**config.mk**
```make
export PLATFORM = sky130hd
export DESIGN_NAME = qr_cordic_sched
export DESIGN_NICKNAME = d
export VERILOG_FILES = /design/src/rtl/qr_sched_pkg.sv /design/src/rtl/qr_wb_delay.sv /design/src/rtl/qr_cordic_sched.sv
export SDC_FILE = /design/constraint.sdc
export NUM_CORES = 1
export LEC_CHECK = 0
export CAP_MARGIN = 25
export CORE_UTILIZATION = 35
export CTS_BUF_LIST = sky130_fd_sc_hd__clkbuf_4
export CTS_CLUSTER_DIAMETER = 120
export DETAILED_ROUTE_END_ITERATION = 10
export SLEW_MARGIN = 20
export SYNTH_ARGS = -nofsm -noshare
export SYNTH_HDL_FRONTEND = slang
export SYNTH_SLANG_ARGS = --single-unit
```
**constraint.sdc**
```tcl
create_clock -name CLK_100MHZ -period 1.9 [get_ports CLK_100MHZ]
set_input_delay 0.38 -clock CLK_100MHZ [delete_from_list [all_inputs] [get_ports CLK_100MHZ]]
set_output_delay 0.38 -clock CLK_100MHZ [all_outputs]
set_load 0.05 [all_outputs]
```
**src/rtl/qr_sched_pkg.sv**
```systemverilog
// qr_sched_pkg
// Shared definitions for the 2x2 complex QR Givens sequencer:
//   - register-file address map (H11..Y2 plus pair-view temporaries)
//   - angle register indices
//   - micro-op struct and the 13-entry micro-program ROM
//   - writeback tag carried alongside the CORDIC pipeline
//   - sequencer state enum
// Ports: none (package).
package qr_sched_pkg;

  localparam int QR_AW   = 4;
  localparam int QR_NOPS = 13;

  localparam logic MODE_VEC = 1'b0;
  localparam logic MODE_ROT = 1'b1;

  // Matrix and observation entries. The layout is pair-aligned: (H11,H21),
  // (H12,H22) and (Y1,Y2) each occupy one even/odd address pair.
  localparam logic [QR_AW-1:0] ADDR_H11 = 4'd0;
  localparam logic [QR_AW-1:0] ADDR_H21 = 4'd1;
  localparam logic [QR_AW-1:0] ADDR_H12 = 4'd2;
  localparam logic [QR_AW-1:0] ADDR_H22 = 4'd3;
  localparam logic [QR_AW-1:0] ADDR_Y1  = 4'd4;
  localparam logic [QR_AW-1:0] ADDR_Y2  = 4'd5;

  // Temporaries used as real-valued pair views by the datapath. Each one
  // names a 2-vector that a single CORDIC pass vectors or rotates.
  localparam logic [QR_AW-1:0] ADDR_T_HMAG = 4'd6;   // (|h11|, |h21|)
  localparam logic [QR_AW-1:0] ADDR_T_H2RE = 4'd7;   // (re h12, re h22)
  localparam logic [QR_AW-1:0] ADDR_T_H2IM = 4'd8;   // (im h12, im h22)
  localparam logic [QR_AW-1:0] ADDR_T_YRE  = 4'd9;   // (re y1, re y2)
  localparam logic [QR_AW-1:0] ADDR_T_YIM  = 4'd10;  // (im y1, im y2)
  localparam logic [QR_AW-1:0] ADDR_T_H22P = 4'd11;  // h22' after column step
  localparam logic [QR_AW-1:0] ADDR_T_Y2P  = 4'd12;  // y2' after column step

  // Angle registers written by vectoring passes, read by rotations.
  localparam logic [1:0] ANG_H11  = 2'd0;
  localparam logic [1:0] ANG_H21  = 2'd1;
  localparam logic [1:0] ANG_COL  = 2'd2;
  localparam logic [1:0] ANG_H22P = 2'd3;

  typedef enum logic [1:0] {
    ST_IDLE  = 2'd0,
    ST_ISSUE = 2'd1,
    ST_DRAIN = 2'd2,
    ST_DONE  = 2'd3
  } state_t;

  // dep: op must wait until no earlier op is in the CORDIC pipeline.
  typedef struct packed {
    logic             mode;
    logic [QR_AW-1:0] src;
    logic [1:0]       ang_sel;
    logic [QR_AW-1:0] dst;
    logic [1:0]       ang_dst;
    logic             dep;
  } uop_t;

  typedef struct packed {
    logic             valid;
    logic             mode;
    logic [QR_AW-1:0] dst;
    logic [1:0]       ang_dst;
  } wb_tag_t;

  //                      mode      src          ang_sel   dst          ang_dst   dep
  localparam uop_t UOP_ROM [QR_NOPS] = '{
    '{MODE_VEC, ADDR_H11,    ANG_H11,  ADDR_H11,    ANG_H11,  1'b0},  // 0  V(h11)
    '{MODE_ROT, ADDR_H12,    ANG_H11,  ADDR_H12,    2'd0,     1'b1},  // 1  R(h12)
    '{MODE_ROT, ADDR_Y1,     ANG_H11,  ADDR_Y1,     2'd0,     1'b0},  // 2  R(y1)
    '{MODE_VEC, ADDR_H21,    ANG_H11,  ADDR_H21,    ANG_H21,  1'b0},  // 3  V(h21)
    '{MODE_ROT, ADDR_H22,    ANG_H21,  ADDR_H22,    2'd0,     1'b1},  // 4  R(h22)
    '{MODE_ROT, ADDR_Y2,     ANG_H21,  ADDR_Y2,     2'd0,     1'b0},  // 5  R(y2)
    '{MODE_VEC, ADDR_T_HMAG, ANG_H11,  ADDR_T_HMAG, ANG_COL,  1'b1},  // 6  V(|h11|,|h21|)
    '{MODE_ROT, ADDR_T_H2RE, ANG_COL,  ADDR_T_H2RE, 2'd0,     1'b1},  // 7  R(re h12,h22)
    '{MODE_ROT, ADDR_T_H2IM, ANG_COL,  ADDR_T_H2IM, 2'd0,     1'b0},  // 8  R(im h12,h22)
    '{MODE_ROT, ADDR_T_YRE,  ANG_COL,  ADDR_T_YRE,  2'd0,     1'b0},  // 9  R(re y1,y2)
    '{MODE_ROT, ADDR_T_YIM,  ANG_COL,  ADDR_T_YIM,  2'd0,     1'b0},  // 10 R(im y1,y2)
    '{MODE_VEC, ADDR_T_H22P, ANG_H11,  ADDR_T_H22P, ANG_H22P, 1'b1},  // 11 V(h22')
    '{MODE_ROT, ADDR_T_Y2P,  ANG_H22P, ADDR_T_Y2P,  2'd0,     1'b1}   // 12 R(y2')
  };

  // Vectoring ops never read an angle; their ang_sel field is forced to 0
  // so the CORDIC select bus only toggles for rotations.
  function automatic uop_t uop_fetch(input logic [3:0] idx);
    uop_fetch = '0;
    for (int k = 0; k < QR_NOPS; k++) begin
      if (idx == 4'(k)) begin
        uop_fetch = UOP_ROM[k];
      end
    end
    if (uop_fetch.mode == MODE_VEC) begin
      uop_fetch.ang_sel = 2'd0;
    end
  endfunction

endpackage

```
**src/rtl/qr_wb_delay.sv**
```systemverilog
// qr_wb_delay
// LAT-stage shift register that carries the writeback tag of each issued
// CORDIC op so that its register-file/angle write emerges exactly LAT
// cycles after issue.
// Ports:
//   i_clk            clock
//   i_rst_n          synchronous active-low reset, flushes every stage
//   i_tag            tag entering the pipeline this cycle (valid=0 if none)
//   o_tag            tag leaving the pipeline (drives the write strobes)
//   o_any_valid      some stage holds an in-flight op
//   o_upstream_valid some stage other than the last holds an op, i.e. the
//                    pipeline is not empty after the next shift
module qr_wb_delay
  import qr_sched_pkg::*;
#(
  parameter int LAT = 16
) (
  input  logic    i_clk,
  input  logic    i_rst_n,
  input  wb_tag_t i_tag,
  output wb_tag_t o_tag,
  output logic    o_any_valid,
  output logic    o_upstream_valid
);

  logic [LAT-1:0] w_valid;

  genvar gi;
  generate
    for (gi = 0; gi < LAT; gi++) begin : g_stage
      wb_tag_t r_tag;
      if (gi == 0) begin : g_head
        always_ff @(posedge i_clk) begin
          if (!i_rst_n) r_tag <= '0;
          else          r_tag <= i_tag;
        end
      end else begin : g_tail
        always_ff @(posedge i_clk) begin
          if (!i_rst_n) r_tag <= '0;
          else          r_tag <= g_stage[gi-1].r_tag;
        end
      end
      assign w_valid[gi] = r_tag.valid;
    end
  endgenerate

  assign o_tag            = g_stage[LAT-1].r_tag;
  assign o_any_valid      = |w_valid;
  // Mask off the output stage; for LAT=1 this is always 0.
  assign o_upstream_valid = |(w_valid & ~(LAT'(1) << (LAT - 1)));

endmodule

```
**src/rtl/qr_cordic_sched.sv**
```systemverilog
// qr_cordic_sched
// Sequencer that time-shares one pipelined CORDIC across the 13 Givens
// micro-ops of a 2x2 complex QR decomposition (Q^H also applied to Y).
// Ports:
//   CLK_100MHZ  clock, rising edge
//   rst_n       synchronous active-low reset
//   start       run request, accepted only in IDLE
//   busy        high from the cycle after start through the DONE cycle
//   done        one-cycle pulse after the final writeback
//   cd_valid    CORDIC issue strobe; cd_mode/cd_src/cd_ang_sel qualify it
//   rf_we       register-file write, LAT cycles after the matching issue
//   rf_waddr    register-file destination, aligned with rf_we
//   ang_we      angle-register write (vectoring writebacks only)
//   ang_waddr   angle-register index, aligned with ang_we
module qr_cordic_sched
  import qr_sched_pkg::*;
#(
  parameter int LAT  = 16,
  parameter int AW   = QR_AW,
  parameter int NOPS = QR_NOPS
) (
  input  logic          CLK_100MHZ,
  input  logic          rst_n,
  input  logic          start,
  output logic          busy,
  output logic          done,
  output logic          cd_valid,
  output logic          cd_mode,
  output logic [AW-1:0] cd_src,
  output logic [1:0]    cd_ang_sel,
  output logic          rf_we,
  output logic [AW-1:0] rf_waddr,
  output logic          ang_we,
  output logic [1:0]    ang_waddr
);

  state_t     r_state;
  state_t     w_state_next;
  logic [3:0] r_ptr;
  logic [3:0] w_ptr_next;
  uop_t       w_uop;
  wb_tag_t    w_tag_in;
  wb_tag_t    w_tag_out;
  logic       w_any_valid;
  logic       w_upstream_valid;

  assign w_uop = uop_fetch(r_ptr);

  always_ff @(posedge CLK_100MHZ) begin
    if (!rst_n) begin
      r_state <= ST_IDLE;
      r_ptr   <= 4'd0;
    end else begin
      r_state <= w_state_next;
      r_ptr   <= w_ptr_next;
    end
  end

  always_comb begin
    w_state_next = r_state;
    w_ptr_next   = r_ptr;
    busy         = 1'b0;
    done         = 1'b0;
    cd_valid     = 1'b0;
    cd_mode      = 1'b0;
    cd_src       = '0;
    cd_ang_sel   = 2'd0;
    w_tag_in     = '0;

    case (r_state)
      ST_IDLE: begin
        if (start) begin
          w_state_next = ST_ISSUE;
          w_ptr_next   = 4'd0;
        end
      end

      ST_ISSUE: begin
        busy = 1'b1;
        // Dependent ops stall until every earlier op has written back;
        // independent ops stream one per cycle.
        if (!w_uop.dep || !w_any_valid) begin
          cd_valid         = 1'b1;
          cd_mode          = w_uop.mode;
          cd_src           = w_uop.src;
          cd_ang_sel       = w_uop.ang_sel;
          w_tag_in.valid   = 1'b1;
          w_tag_in.mode    = w_uop.mode;
          w_tag_in.dst     = w_uop.dst;
          w_tag_in.ang_dst = (w_uop.mode == MODE_VEC) ? w_uop.ang_dst : 2'd0;
          if (r_ptr == 4'(NOPS - 1)) begin
            w_state_next = ST_DRAIN;
            w_ptr_next   = 4'd0;
          end else begin
            w_ptr_next = r_ptr + 4'd1;
          end
        end
      end

      ST_DRAIN: begin
        busy = 1'b1;
        // Leave one cycle early so DONE lands on the first empty cycle,
        // right after the last writeback.
        if (!w_upstream_valid) begin
          w_state_next = ST_DONE;
        end
      end

      ST_DONE: begin
        busy         = 1'b1;
        done         = 1'b1;
        w_state_next = ST_IDLE;
      end

      default: begin
        w_state_next = ST_IDLE;
      end
    endcase
  end

  qr_wb_delay #(
    .LAT(LAT)
  ) u_wb_delay (
    .i_clk            (CLK_100MHZ),
    .i_rst_n          (rst_n),
    .i_tag            (w_tag_in),
    .o_tag            (w_tag_out),
    .o_any_valid      (w_any_valid),
    .o_upstream_valid (w_upstream_valid)
  );

  // Tags are zero-filled when not valid, so the address buses stay 0
  // between writebacks.
  assign rf_we     = w_tag_out.valid;
  assign rf_waddr  = w_tag_out.dst;
  assign ang_we    = w_tag_out.valid && (w_tag_out.mode == MODE_VEC);
  assign ang_waddr = ang_we ? w_tag_out.ang_dst : 2'd0;

endmodule

```
==> impl_metrics.csv <==
group,metric,value,unit
job,cap_violations,0,
power_and_ir_drop,power_leakage,2.24,nW
power_and_ir_drop,p_switching,1.76,mW
power_and_ir_drop,switching_share,30.8,%
worst_setup_path,slowest_stage,"dfxtp_4",
global_routing,grt_max_degree,60,
layout,drive_gt1_share,27.9,%
sta,timing.setup.tns,-5.41,ns
floorplan,fp.coreArea,12000,um2
yosys,ys.flop_type,"dfxtp_1",
yosys,synth_cells,390,
sta,hold_viol,0,
layout,finalNetCount,461,
floorplan,die-width,113,um
yosys,synth-edff-count,0,
layout,final_cell_mix,"129 x dfxtp_1, 120 x and2_1, 42 x buf_4, 17 x clkbuf_4, 15 x nand2_1",
detailed_routing,ant_nets,0,
worst_setup_path,cp_max_fo,5,
global_routing,antenna_found_initial,0,
sta,fin_crit_sh,137,%
power_and_ir_drop,p_per_area,1050,nW/um2
sta,finClkSkew,0.0195,ns
worst_setup_path,worst_ep_arrival_time,2.22,ns
clock_network,hold_buffers,0,
status,status,"finished with violations",
global_routing,grt_pass1_vias,2431,
layout,area_growth,26.4,%
yosys,syn_area,4320,um2
power_and_ir_drop,comb_power_share,19.8,%
worst_setup_path,cp-end-kind,"output pin",
place,place_inst,569,
detailed_routing,viasPerCell,4.27,
status,violations,"setup timing",
layout,fin_cells,609,
clock_network,cts_inserted_buffers,17,
layout,final_area,5460,um2
clock_network,tritoncts,"done",
clock_network,clkLatencyLatePin,0.50,ns
power_and_ir_drop,ir_worst_vdd,505,uV
layout,final_common_cell,"dfxtp_1",
sta,worst_slack,-0.705,ns
layout,final_util,45.4,%
sta,timing.fmax,384,MHz
clock_network,path_clk_slew,0.13,ns
sta,fin_crit,2.60,ns
detailed_routing,drtPass1Iterations,5,
sta,whs,0.269,ns
clock_network,cts.htree.levels,4,
yosys,synth_warnings,0,
detailed_routing,drcViolationCount,0,
worst_setup_path,crit_type,"flop to output pin",
yosys,syn_nets,402,
sta,slew_viol_final,0,
global_routing,gr-total-overflow,0,
yosys,yosys_register_bits,134,
place,place_congestion,0.818,
floorplan,io_pins,21,
detailed_routing,wl_per_cell,10.2,um
sta,max_slew_margin,68.2,%
floorplan,die_h,113,um
place,place_ws,-0.250,ns
detailed_routing,vias,2598,
power_and_ir_drop,power_frac_seq,50.5,%
layout,num_antenna_cells,0,
floorplan,rows,40,
sta,rsz0062_at_grt,"true",
place,post-dp-hpwl,3960,um
clock_network,root_buffer,"clkbuf_4",
worst_setup_path,slowest_delay,0.42,ns
power_and_ir_drop,internal_power,3.96,mW
power_and_ir_drop,power,5.72,mW
global_routing,grt_pass1_wl,10800,um
clock_network,clock-sinks,134,
yosys,syn_avg_cell_area,11.1,um2
detailed_routing,drt_iter0_markers,107,
global_routing,grt_use_total,10.8,%
sta,worstMarginPinSlew,0.464,ns
worst_setup_path,startpoint_type,"flop",
place,portBuffers,20,
worst_setup_path,cp.required,1.52,ns
place,dpl-instance-area,5020,um2
clock_network,cts_buffer_depth,2,
yosys,ys_seq_area_share,62.1,%
detailed_routing,wl,6190,um
floorplan,die_area,12800,um2
power_and_ir_drop,clock_power_share,29.6,%
worst_setup_path,crit_path_cell_trace,"buf_6 > ha_4 > nor2_4 > a221o_1 > nand3_4 > nand2_4 > buf_4 > nor2_4 > buf_12",
yosys,synthArstFlopShare,0,%
yosys,synth_cell_type_count,43,
worst_hold_path,hold_path_class,"input port to flop",
sta,setup_viol,8,
worst_setup_path,crit_path_frequent_cell,"nor2_4",
floorplan,start_util,35.9,%
==> repair_timing <==
item | CTS | global route
cloned | 0 | 0
resized for setup | 22 | 12
buffers inserted | 8 | 0
pin swaps | 6 | 4
hold endpoints to repair | 0 | 0
setup endpoints to repair | 18 | 22
==> power groups by stage <==
stage,Sequential (mW),Clock [mW],Combinational [mW]
6_report,2.89,1.70,1.14
5_1_grt,2.90,1.91,1.22
4_1_cts,2.89,1.77,1.11
3_5_place_dp,2.95,0,1.00
3_3_place_gp,2.94,0,0.989
2_1_floorplan,2.94,0,0.604
==> registers in the layout, indices dropped and copies added, names as in the netlist <==
| signal | count |
|---|---|
| r_state | 2 |
| r_ptr | 4 |
| u_wb_delay.o_tag | 8 |
| u_wb_delay.g_stage.r_tag | 120 |
==> path summary, 6_finish.rpt <==
check / from / end / slack (ns) / depth (start not counted)
max: r_ptr[1] / cd_src[2] / -0.70 / 9
min: rst_n / r_ptr[0] / 0.27 / 3
max reg2reg: r_ptr[1] / r_state[1] / 0.01 / 9
min reg2reg: u_wb_delay.g_stage[5].r_tag[2] / u_wb_delay.g_stage[6].r_tag[2] / 0.42 / 1
==> synthesized netlist by cell type, drive strengths merged (5+ instances only) <==
| library cell | instances | area share (%) |
|---|---|---|
| a21oi | 6 | 0.70 |
| and2 | 124 | 18 |
| buf | 9 | 1.7 |
| clkbuf | 17 | 2.2 |
| dfxtp | 134 | 62 |
| ha | 9 | 2.6 |
| inv | 11 | 0.96 |
| nand2 | 16 | 1.4 |
| nor2 | 13 | 1.2 |
| nor3 | 5 | 0.58 |
| o21ai | 7 | 0.81 |
==> kinds of logic (layout without fill, tap and decap cells) <==
logic type / Yosys count / count (layout) / share of synthesized area, %
compound gates: 26 / 26 / 4.58
xor+xnor: 1 / 1 / 0.203
fa+ha+maj: 9 / 9 / 2.61
buf+inv: 37 / 109 / 4.84
flops: 134 / 134 / 62.1
mux: 3 / 3 / 0.696
simple gates: 180 / 180 / 24.9
==> layer usage <==
layer / vias up / share of wire [%] / global-route usage (%)
met5: - / 0 / 0
met4: 0 / 1.3 / 6.67
met3: 9 / 4.4 / 4.12
met2: 48 / 46 / 16.7
met1: 1185 / 49 / 12.8
li1: 1356 / - / -
==> worst max-delay path: cells and delay by family (launching register included) <==
kind	cells	cell delay (ns)
compound gates	1	0.37
fa+ha+maj	1	0.15
buf+inv	3	0.42
flops	1	0.42
simple gates	4	0.36
==> final cells by class <==
class	instances	area, um2
multi-input cells	219	1590
repair buffers	66	682
well taps	147	184
flip-flops and latches	134	2700
inverters	11	43.8
clock inverters	15	135
clock buffers	17	128
fillers	1155	6560
Power figures use the tool's default switching activity.
